--- src/rtl/p_pipeline_pkg.sv ---
// p_pipeline_pkg: shared ALU/branch op encodings and divider FSM states for the pipeline.
package p_pipeline_pkg;
    localparam int ALU_OP_WIDTH = 5;
    localparam logic [ALU_OP_WIDTH-1:0] ALU_ADD    = 5'd0;
    localparam logic [ALU_OP_WIDTH-1:0] ALU_SUB    = 5'd1;
    localparam logic [ALU_OP_WIDTH-1:0] ALU_SLL    = 5'd2;
    localparam logic [ALU_OP_WIDTH-1:0] ALU_SLT    = 5'd3;
    localparam logic [ALU_OP_WIDTH-1:0] ALU_SLTU   = 5'd4;
    localparam logic [ALU_OP_WIDTH-1:0] ALU_XOR    = 5'd5;
    localparam logic [ALU_OP_WIDTH-1:0] ALU_SRL    = 5'd6;
    localparam logic [ALU_OP_WIDTH-1:0] ALU_SRA    = 5'd7;
    localparam logic [ALU_OP_WIDTH-1:0] ALU_OR     = 5'd8;
    localparam logic [ALU_OP_WIDTH-1:0] ALU_AND    = 5'd9;
    localparam logic [ALU_OP_WIDTH-1:0] ALU_MUL    = 5'd10;
    localparam logic [ALU_OP_WIDTH-1:0] ALU_MULH   = 5'd11;
    localparam logic [ALU_OP_WIDTH-1:0] ALU_MULHSU = 5'd12;
    localparam logic [ALU_OP_WIDTH-1:0] ALU_MULHU  = 5'd13;
    localparam logic [ALU_OP_WIDTH-1:0] ALU_DIV    = 5'd14;
    localparam logic [ALU_OP_WIDTH-1:0] ALU_DIVU   = 5'd15;
    localparam logic [ALU_OP_WIDTH-1:0] ALU_REM    = 5'd16;
    localparam logic [ALU_OP_WIDTH-1:0] ALU_REMU   = 5'd17;
    localparam logic [ALU_OP_WIDTH-1:0] BR_EQ      = 5'd0;
    localparam logic [ALU_OP_WIDTH-1:0] BR_NE      = 5'd1;
    localparam logic [ALU_OP_WIDTH-1:0] BR_LT      = 5'd2;
    localparam logic [ALU_OP_WIDTH-1:0] BR_GE      = 5'd3;
    localparam logic [ALU_OP_WIDTH-1:0] BR_LTU     = 5'd4;
    localparam logic [ALU_OP_WIDTH-1:0] BR_GEU     = 5'd5;
    typedef enum logic [1:0] {IDLE, BUSY, DONE} div_state_t;
    function automatic logic is_div_op(input logic [ALU_OP_WIDTH-1:0] op);
        return op >= ALU_DIV && op <= ALU_REMU;
    endfunction
endpackage

--- src/rtl/rv32i_divider.sv ---
// rv32i_divider: iterative radix-2 restoring divider with RISC-V signed and special-case handling.
module rv32i_divider import p_pipeline_pkg::*; #(
    parameter int WIDTH      = 32,
    parameter int DIV_CYCLES = 32
) (
    input  logic             clk,
    input  logic             rst,
    input  logic             en,
    input  logic             valid,
    input  logic             is_signed,
    input  logic             is_rem,
    input  logic [WIDTH-1:0] dividend,
    input  logic [WIDTH-1:0] divisor,
    output logic             busy,
    output logic [WIDTH-1:0] result
);
    localparam int CW = $clog2(DIV_CYCLES + 1);
    div_state_t state, state_nx;
    logic [WIDTH-1:0] q, r, d, a_mag, b_mag;
    logic [WIDTH:0] trial, diff;
    logic [CW-1:0] count;
    logic neg_q, neg_r, rem_sel, a_neg, b_neg, div_zero, overflow;
    assign a_neg    = is_signed & dividend[WIDTH-1];
    assign b_neg    = is_signed & divisor[WIDTH-1];
    assign a_mag    = a_neg ? -dividend : dividend;
    assign b_mag    = b_neg ? -divisor : divisor;
    assign div_zero = divisor == '0;
    assign overflow = is_signed & (dividend == {1'b1, {(WIDTH-1){1'b0}}}) & (&divisor);
    assign trial    = {r, q[WIDTH-1]};
    assign diff     = trial - {1'b0, d};
    always_comb begin
        state_nx = state == IDLE ? (valid ? ((div_zero | overflow) ? DONE : BUSY) : IDLE)
                 : state == BUSY ? (count == CW'(1) ? DONE : BUSY)
                 : IDLE;
        busy     = ~rst & ((state == IDLE & valid) | state == BUSY);
        result   = rem_sel ? (neg_r ? -r : r) : (neg_q ? -q : q);
    end
    // Special cases preload q/r with the architectural answer and skip BUSY.
    always_ff @(posedge clk or posedge rst) begin
        if (rst) begin
            state   <= IDLE;
            q       <= '0;
            r       <= '0;
            d       <= '0;
            count   <= '0;
            neg_q   <= 1'b0;
            neg_r   <= 1'b0;
            rem_sel <= 1'b0;
        end else if (en) begin
            state <= state_nx;
            if (state == IDLE && valid) begin
                rem_sel <= is_rem;
                d       <= b_mag;
                count   <= CW'(DIV_CYCLES);
                q       <= div_zero ? '1 : overflow ? dividend : a_mag;
                r       <= div_zero ? dividend : '0;
                neg_q   <= ~div_zero & ~overflow & (a_neg ^ b_neg);
                neg_r   <= ~div_zero & ~overflow & a_neg;
            end else if (state == BUSY) begin
                q     <= {q[WIDTH-2:0], ~diff[WIDTH]};
                r     <= diff[WIDTH] ? trial[WIDTH-1:0] : diff[WIDTH-1:0];
                count <= count - 1'b1;
            end
        end
    end
endmodule

--- src/rtl/p_ex_mem_stage.sv ---
// p_ex_mem_stage: RV32IM execute stage (ALU, multiply, divide, branch resolve) and EX/MEM register.
module p_ex_mem_stage import p_pipeline_pkg::*; #(
    parameter int WIDTH      = 32,
    parameter int DIV_CYCLES = 32
) (
    input  logic                    clk,
    input  logic                    rst,
    input  logic                    en,
    input  logic                    i_reg_write_en,
    input  logic                    i_mem_write_en,
    input  logic                    i_mem_read_en,
    input  logic                    i_alu_src_a,
    input  logic                    i_do_branch,
    input  logic                    i_do_jump,
    input  logic [1:0]              i_wb_sel,
    input  logic [1:0]              i_alu_src_b,
    input  logic [WIDTH-1:0]        i_pc,
    input  logic [WIDTH-1:0]        i_pc_plus_4,
    input  logic [WIDTH-1:0]        i_rs1_data,
    input  logic [WIDTH-1:0]        i_rs2_data,
    input  logic [WIDTH-1:0]        i_imm,
    input  logic [4:0]              i_rd_addr,
    input  logic [2:0]              i_funct3,
    input  logic [ALU_OP_WIDTH-1:0] i_alu_op,
    input  logic [ALU_OP_WIDTH-1:0] i_branch_op,
    output logic                    o_stall,
    output logic                    o_branch_taken,
    output logic [WIDTH-1:0]        o_branch_target,
    output logic                    o_reg_write_en,
    output logic                    o_mem_write_en,
    output logic                    o_mem_read_en,
    output logic [1:0]              o_wb_sel,
    output logic [WIDTH-1:0]        o_alu_result,
    output logic [WIDTH-1:0]        o_store_data,
    output logic [WIDTH-1:0]        o_pc_plus_4,
    output logic [4:0]              o_rd_addr,
    output logic [2:0]              o_funct3
);
    localparam int SH = $clog2(WIDTH);
    logic [WIDTH-1:0] op_a, op_b, alu_result, div_result, ex_result;
    logic [2*WIDTH-1:0] mul_a, mul_b, prod;
    logic [SH-1:0] shamt;
    logic is_div, div_signed, div_rem, a_signed, b_signed, eq, lt, ltu, cond;
    assign op_a  = i_alu_src_a ? i_pc : i_rs1_data;
    assign op_b  = i_alu_src_b == 2'd0 ? i_rs2_data
                 : i_alu_src_b == 2'd1 ? i_imm
                 : i_alu_src_b == 2'd2 ? WIDTH'(4) : '0;
    assign shamt = op_b[SH-1:0];
    // One shared 2W-bit multiplier; operand extension selects MUL/MULH/MULHSU/MULHU signedness.
    assign a_signed = i_alu_op == ALU_MULH | i_alu_op == ALU_MULHSU;
    assign b_signed = i_alu_op == ALU_MULH;
    assign mul_a    = {{WIDTH{a_signed & op_a[WIDTH-1]}}, op_a};
    assign mul_b    = {{WIDTH{b_signed & op_b[WIDTH-1]}}, op_b};
    assign prod     = mul_a * mul_b;
    always_comb begin
        case (i_alu_op)
            ALU_SUB:    alu_result = op_a - op_b;
            ALU_SLL:    alu_result = op_a << shamt;
            ALU_SLT:    alu_result = {{(WIDTH-1){1'b0}}, $signed(op_a) < $signed(op_b)};
            ALU_SLTU:   alu_result = {{(WIDTH-1){1'b0}}, op_a < op_b};
            ALU_XOR:    alu_result = op_a ^ op_b;
            ALU_SRL:    alu_result = op_a >> shamt;
            ALU_SRA:    alu_result = $signed(op_a) >>> shamt;
            ALU_OR:     alu_result = op_a | op_b;
            ALU_AND:    alu_result = op_a & op_b;
            ALU_MUL:    alu_result = prod[WIDTH-1:0];
            ALU_MULH,
            ALU_MULHSU,
            ALU_MULHU:  alu_result = prod[2*WIDTH-1:WIDTH];
            default:    alu_result = op_a + op_b;
        endcase
    end
    assign is_div     = is_div_op(i_alu_op);
    assign div_signed = i_alu_op == ALU_DIV | i_alu_op == ALU_REM;
    assign div_rem    = i_alu_op == ALU_REM | i_alu_op == ALU_REMU;
    assign ex_result  = is_div ? div_result : alu_result;
    rv32i_divider #(.WIDTH(WIDTH), .DIV_CYCLES(DIV_CYCLES)) u_div (
        .clk       (clk),
        .rst       (rst),
        .en        (en),
        .valid     (is_div),
        .is_signed (div_signed),
        .is_rem    (div_rem),
        .dividend  (op_a),
        .divisor   (op_b),
        .busy      (o_stall),
        .result    (div_result)
    );
    assign eq  = i_rs1_data == i_rs2_data;
    assign lt  = $signed(i_rs1_data) < $signed(i_rs2_data);
    assign ltu = i_rs1_data < i_rs2_data;
    always_comb begin
        cond = i_branch_op == BR_EQ  ? eq
             : i_branch_op == BR_NE  ? ~eq
             : i_branch_op == BR_LT  ? lt
             : i_branch_op == BR_GE  ? ~lt
             : i_branch_op == BR_LTU ? ltu
             : i_branch_op == BR_GEU ? ~ltu : 1'b0;
        o_branch_taken  = i_do_jump | (i_do_branch & cond);
        o_branch_target = i_do_jump ? {alu_result[WIDTH-1:1], 1'b0} : i_pc + i_imm;
    end
    // A stalled cycle writes a bubble so the memory stage never sees a half-done divide.
    always_ff @(posedge clk or posedge rst) begin
        if (rst) begin
            o_reg_write_en <= 1'b0;
            o_mem_write_en <= 1'b0;
            o_mem_read_en  <= 1'b0;
            o_wb_sel       <= '0;
            o_alu_result   <= '0;
            o_store_data   <= '0;
            o_pc_plus_4    <= '0;
            o_rd_addr      <= '0;
            o_funct3       <= '0;
        end else if (en) begin
            o_reg_write_en <= ~o_stall & i_reg_write_en;
            o_mem_write_en <= ~o_stall & i_mem_write_en;
            o_mem_read_en  <= ~o_stall & i_mem_read_en;
            o_wb_sel       <= o_stall ? '0 : i_wb_sel;
            o_alu_result   <= o_stall ? '0 : ex_result;
            o_store_data   <= o_stall ? '0 : i_rs2_data;
            o_pc_plus_4    <= o_stall ? '0 : i_pc_plus_4;
            o_rd_addr      <= o_stall ? '0 : i_rd_addr;
            o_funct3       <= o_stall ? '0 : i_funct3;
        end
    end
endmodule

--- config.mk ---
export PLATFORM = sky130hd
export DESIGN_NAME = p_ex_mem_stage
export DESIGN_NICKNAME = d
export VERILOG_FILES = /design/src/rtl/p_pipeline_pkg.sv /design/src/rtl/rv32i_divider.sv /design/src/rtl/p_ex_mem_stage.sv
export SDC_FILE = /design/constraint.sdc
export NUM_CORES = 2
export LEC_CHECK = 0
export CORE_MARGIN = 3
export CORE_UTILIZATION = 50
export DETAILED_ROUTE_END_ITERATION = 16
export GPL_TIMING_DRIVEN = 0
export PLACE_DENSITY = 0.78
export SKIP_CTS_REPAIR_TIMING = 1
export SLEW_MARGIN = 20
export SYNTH_ARGS = -nofsm -noshare
export SYNTH_HDL_FRONTEND = slang
export SYNTH_SLANG_ARGS = --single-unit
--- constraint.sdc ---
create_clock -name clk -period 31.3 [get_ports clk]
set_clock_uncertainty 0.1 [all_clocks]
set_input_delay 7.825 -clock clk [delete_from_list [all_inputs] [get_ports clk]]
set_output_delay 7.825 -clock clk [all_outputs]
set_load 0.02 [all_outputs]
* After elaboration in Yosys (flattened, before gate mapping)
Index checks and enable logic that the tools add are counted.
Storage, ports and cells: register bits 216, output and inout port bits 143, logic and storage cells 146
Cells by class: $add $sub $neg 9, multipliers 1, magnitude comparators 6, eq/ne operators 27, shift operators 3, muxes and demuxes 39, bitwise gates (word level) 33, reduce and logical (&&, ||, !) cells 11
Operator list (count):
- two-way mux 32 bit | 21
- one-hot mux 32 bit (11 select lines) | 1
- less-than comparator 32 bit | 4
- negator 32 bit | 4
- adder 32 bit | 2
- multiplier 33 x 33 -> 64 bit | 1
- equality test 5 x 4 -> 1 bit (second input constant) | 7
- subtractor 33 x 32 -> 33 bit | 1
- bitwise AND 32 bit | 1
- equality test 32 bit | 1
- equality test 32 bit (second input constant) | 1
- logical NOT 32 bit | 1
- bitwise OR 32 bit | 1
- AND reduction 32 bit | 1
- << shifter 32 x 5 -> 32 bit | 1
- >> shifter 32 x 5 -> 32 bit | 1
- >>> shifter 32 x 5 -> 32 bit | 1
- subtractor 32 bit | 1
- bitwise XOR 32 bit | 1
- equality test 5 x 3 -> 1 bit (second input constant) | 6
- equality test 5 x 2 -> 1 bit (second input constant) | 4
- bitwise AND 1 bit | 15
- two-way mux 2 bit | 6
- two-way mux 6 bit | 2
- other kinds (20) | 44

* Logic depth before layout (Yosys ltp)
depth in word-level cells 10, gate-level depth with buffers 39

* By module
A second synthesis with hierarchy kept.
Unflattened totals: cell total of the unflattened synthesis 7729, area, all modules 64134.0 µm²
By module, submodules not included:
- p_ex_mem_stage | instances 1, cells each 6492, area an instance 54582.3 µm²
- rv32i_divider | instances 1, cells each 1237, area an instance 9551.7 µm²

* Least setup slack after synthesis
OpenSTA, ideal clock, no wires.
path kind input -> output, start point in i_alu_src_b[1], end point out o_branch_target[29], data arrival time 17.613 ns, data required time 23.375 ns, slack 5.762 ns, cell stages on the path 35, path buffers 8, path through clkbuf_1 > nand2b_1 > a21o_1 > buf_2 > buf_1 > buf_2 > clkbuf_1 > buf_1 > nor2_1 > fa_1 > inv_1 > fa_1 > inv_1 > fa_1 > inv_1 > fa_1 > inv_1 > fa_1 > fa_1 > inv_1 > fa_1 > fa_1 > inv_1 > ha_1 > clkbuf_1 > and3_1 > clkbuf_1 > nand2_1 > nor3_1 > o31a_1 > o211ai_1 > o211ai_1 > nor2_1 > or4_1 > mux2i_1
Between the ends: longest elaborated chain between the ends 7
Ends and longest elaborated chain:
- start, declared | line p_ex_mem_stage.sv:16 | input logic [1:0] i_alu_src_b,
- equality test 2 bit or equality test 2 x 1 -> 1 bit (tied branches) | line p_ex_mem_stage.sv:47, p_ex_mem_stage.sv:46
- two-way mux 3 bit or two-way mux 32 bit (tied branches) | line p_ex_mem_stage.sv:47, p_ex_mem_stage.sv:46
- two-way mux 32 bit (on tied branches) | line p_ex_mem_stage.sv:46, p_ex_mem_stage.sv:45
- two-way mux 32 bit (*) | line p_ex_mem_stage.sv:45 | assign op_b = i_alu_src_b == 2'd0 ? i_rs2_data
- multiplier 33 x 33 -> 64 bit, or another cell as far along | line p_ex_mem_stage.sv:54 | assign prod = mul_a * mul_b;
- one-hot mux 32 bit (11 select lines) (*) | line p_ex_mem_stage.sv:56 | case (i_alu_op)
- two-way mux 32 bit (*) | line p_ex_mem_stage.sv:100 | o_branch_target = i_do_jump ? {alu_result[WIDTH-1:1], 1'b0} : i_pc + i_imm;
- end, declared | line p_ex_mem_stage.sv:28 | output logic [WIDTH-1:0] o_branch_target,
Every way passes the cells marked *; elsewhere a longest branch is shown, timed or not.

* Final worst setup path
start point in i_alu_src_b[0], end point out o_branch_target[14]
Same word-level chain as after synthesis.

==> flow_summary.toml <==
[global_route]
grt_pass1_wl_um = 499000
antenna_found_initial = 44
gr-total-overflow = 0
grt_usage_pct = 54.1
grt_pass1_vias = 66300
grt_max_degree = 91

[detailed_routing]
routedWlPerCell_um = 37.0
drc = 0
first_iter_violations = 9868
first_pass_iters = 9
postRouteAntennaNets = 0
route.vias.total = 65700
avgViaCountPerCell = 6.73
routed_wl_um = 361000

[timing]
slew_headroom_pct = 7.40
worst_slack_ps = -195
rsz0062_at_grt = "false"
period_share_pct = 101
worst_slew_pin_slew_ps = 1390
setup_violations = 3
period_minus_slack_ps = 31490
hold_ws_ps = 383
fmax_ghz = 0.0318
hold_viol = 0
drv_slew = 0

[cts]
path_clk_slew_ps = 60
root_buffer = "clkbuf_16"
clockBufferDepth = 3
clk_latency_ps = 570
clock_sinks = 216
htreeDepth = 1
cts_tree = "yes"
cts-buffers-inserted = 25

[place]
gp_congestion = 1.12
dp_hpwl_um = 300000
io_buffers = 329
dp_worst_setup_slack_ps = 140

[worst_setup_path]
cp_max_fo = 10
endpoint = "o_branch_target[14]"
cp.arrival_ps = 23570
rr_endpoint = "u_div.r[7]"
crit_top_cell = "fa_1"
max_stage_delay_ps = 860
cp_slowest_cell = "o221ai_1"
start_kind = "input pin"
cp.required_ps = 23380
startpoint = "i_alu_src_b[0]"
rr_worst_depth = 14
path_class = "input pin to output pin"
end_kind = "output pin"
rr_startpoint = "u_div.r[0]"
rrSetupSlack_ps = 27040

[flow_run]
max-cap-violations = 0

[die]
rows = 130
die_area_um2 = 133000
initial_utilization_pct = 50.7
ios = 334
core_um2 = 127000
die_h_um = 364
die_x_um = 364

[synth]
avgSynthCellArea_um2 = 8.38
ys_seq_elements = 216
synth_top_area_cell = "fa_1"
synth_compound_area_share_pct = 14.2
synth_top_area_share_pct = 35.2
synth-xor-area-share_pct = 3.81
synth_fa_ha_area_share_pct = 43.3
synth_edf_count = 0
synth_nets = 9386
synth_top_family_by_area = "adder cells"
yosys.area_share.simple_pct = 14.9
synth.distinct_cells = 110
synthCells = 7654
synth_warnings = 0
yosys-mux-area-fraction_pct = 4.27
synth_ff_type = "dfrtp_1"
synth-async-reset-ratio_pct = 100
netlist_top_cells_area = "fa_1, dfrtp_1, ha_1"
syn_area_um2 = 64100
synth-seq-area-share_pct = 8.43

[final_layout]
fill_cells = 11300
final_cell_mix = "inv_1, fa_1, nand2_1"
area_growth_pct = 10.9
drive_above_1_share_pct = 5.33
layout_commonest_cell = "inv_1"
layout.nets = 9772

[status]
violations = "setup timing"
status = "complete, but fails checks"

[worst_hold_path]
hold_path_class = "flip-flop to flip-flop"
hp-start = "o_store_data[14]"
==> per-layer routing <==
metal / track usage (%) / vias up / wire length [um]
met5: 0.254 / - / 316
met4: 42.9 / 40 / 36600
met1: 64.9 / 32500 / 127000
met3: 26.1 / 1863 / 55500
met2: 73.7 / 5837 / 142000
li1: - / 25500 / -
==> cell families after synthesis <==
group,Yosys count
buf+inv,1826
flops,216
compound gates,1356
fa+ha+maj,1541
mux,199
xor+xnor,278
simple gates,2238
==> critical path, delay by kind of cell <==
kind / cells / cell delay (ps)
compound gates: 9 / 4770
mux: 1 / 360
simple gates: 2 / 600
fa+ha+maj: 9 / 4510
xor+xnor: 1 / 290
buf+inv: 13 / 5140
==> how the worst min path moves through the flow <==
stage,to,slack (ps),depth (start not counted)
6_report,o_store_data[14],380,1
3_3_place_gp,u_div.d[29],360,2
3_5_place_dp,u_div.d[16],370,2
2_1_floorplan,u_div.d[10],350,2
4_1_cts,u_div.d[16],390,2
5_1_grt,o_store_data[4],400,1
==> sequential cells by signal (all words and copies together), names as in the netlist <==
name	cells
u_div.q	32
u_div.rem_sel	1
u_div.d	32
o_alu_result	32
u_div.count	6
u_div.neg_r	1
o_mem_write_en	1
u_div.neg_q	1
o_reg_write_en	1
o_store_data	32
o_funct3	3
o_pc_plus_4	32
o_rd_addr	5
u_div.state	2
o_mem_read_en	1
o_wb_sel	2
u_div.r	32
==> area by class of cell <==
| cell class | count | area (um2) | share of cell area, % |
|---|---|---|---|
| flip-flops and latches | 216 | 5410 | 7.60 |
| inverters | 1335 | 5020 | 7.06 |
| diodes | 49 | 123 | 0.172 |
| plain buffers | 491 | 2150 | 3.02 |
| clock buffers | 34 | 709 | 0.997 |
| repair buffers | 359 | 3710 | 5.22 |
| well taps | 1650 | 2060 | 2.90 |
| clock inverters | 9 | 95.1 | 0.134 |
| multi-input cells | 5612 | 51800 | 72.9 |
==> stage by stage <==
step / util, % / instances / setup TNS [ps] / area (um2)
2_1_floorplan: - / 7654 / 0 / 64100
3_3_place_gp: 54.9 / 9633 / -193 / 69500
3_5_place_dp: 55.4 / 9661 / 0 / 70100
4_1_cts: 56.1 / 9704 / 0 / 70900
5_1_grt: 56.1 / 9710 / 0 / 71000
6_report: 56.2 / 9755 / -482 / 71100
==> Yosys cell counts, drive strengths merged (35+ instances only) <==
cell type and number:
o22ai 61, a21oi 277, xnor2 209, nand4 52, clkbuf 329, mux2 38
nor3 85, a21o 75, nand3 80, a211oi 56, ha 412, o21ai 317
buf 162, o211ai 53, mux2i 110, a31oi 48, fa 1129, o21a 38
or2 35, nand2 1109, xor2 69, o31ai 45, inv 1322, o2bb2ai 83
o221ai 50, nor2 657, mux4 51, dfrtp 216
Power is left out: the tool's default activity adds up to more than one toggle a clock period on the data nets, which glitch-free logic cannot reach.
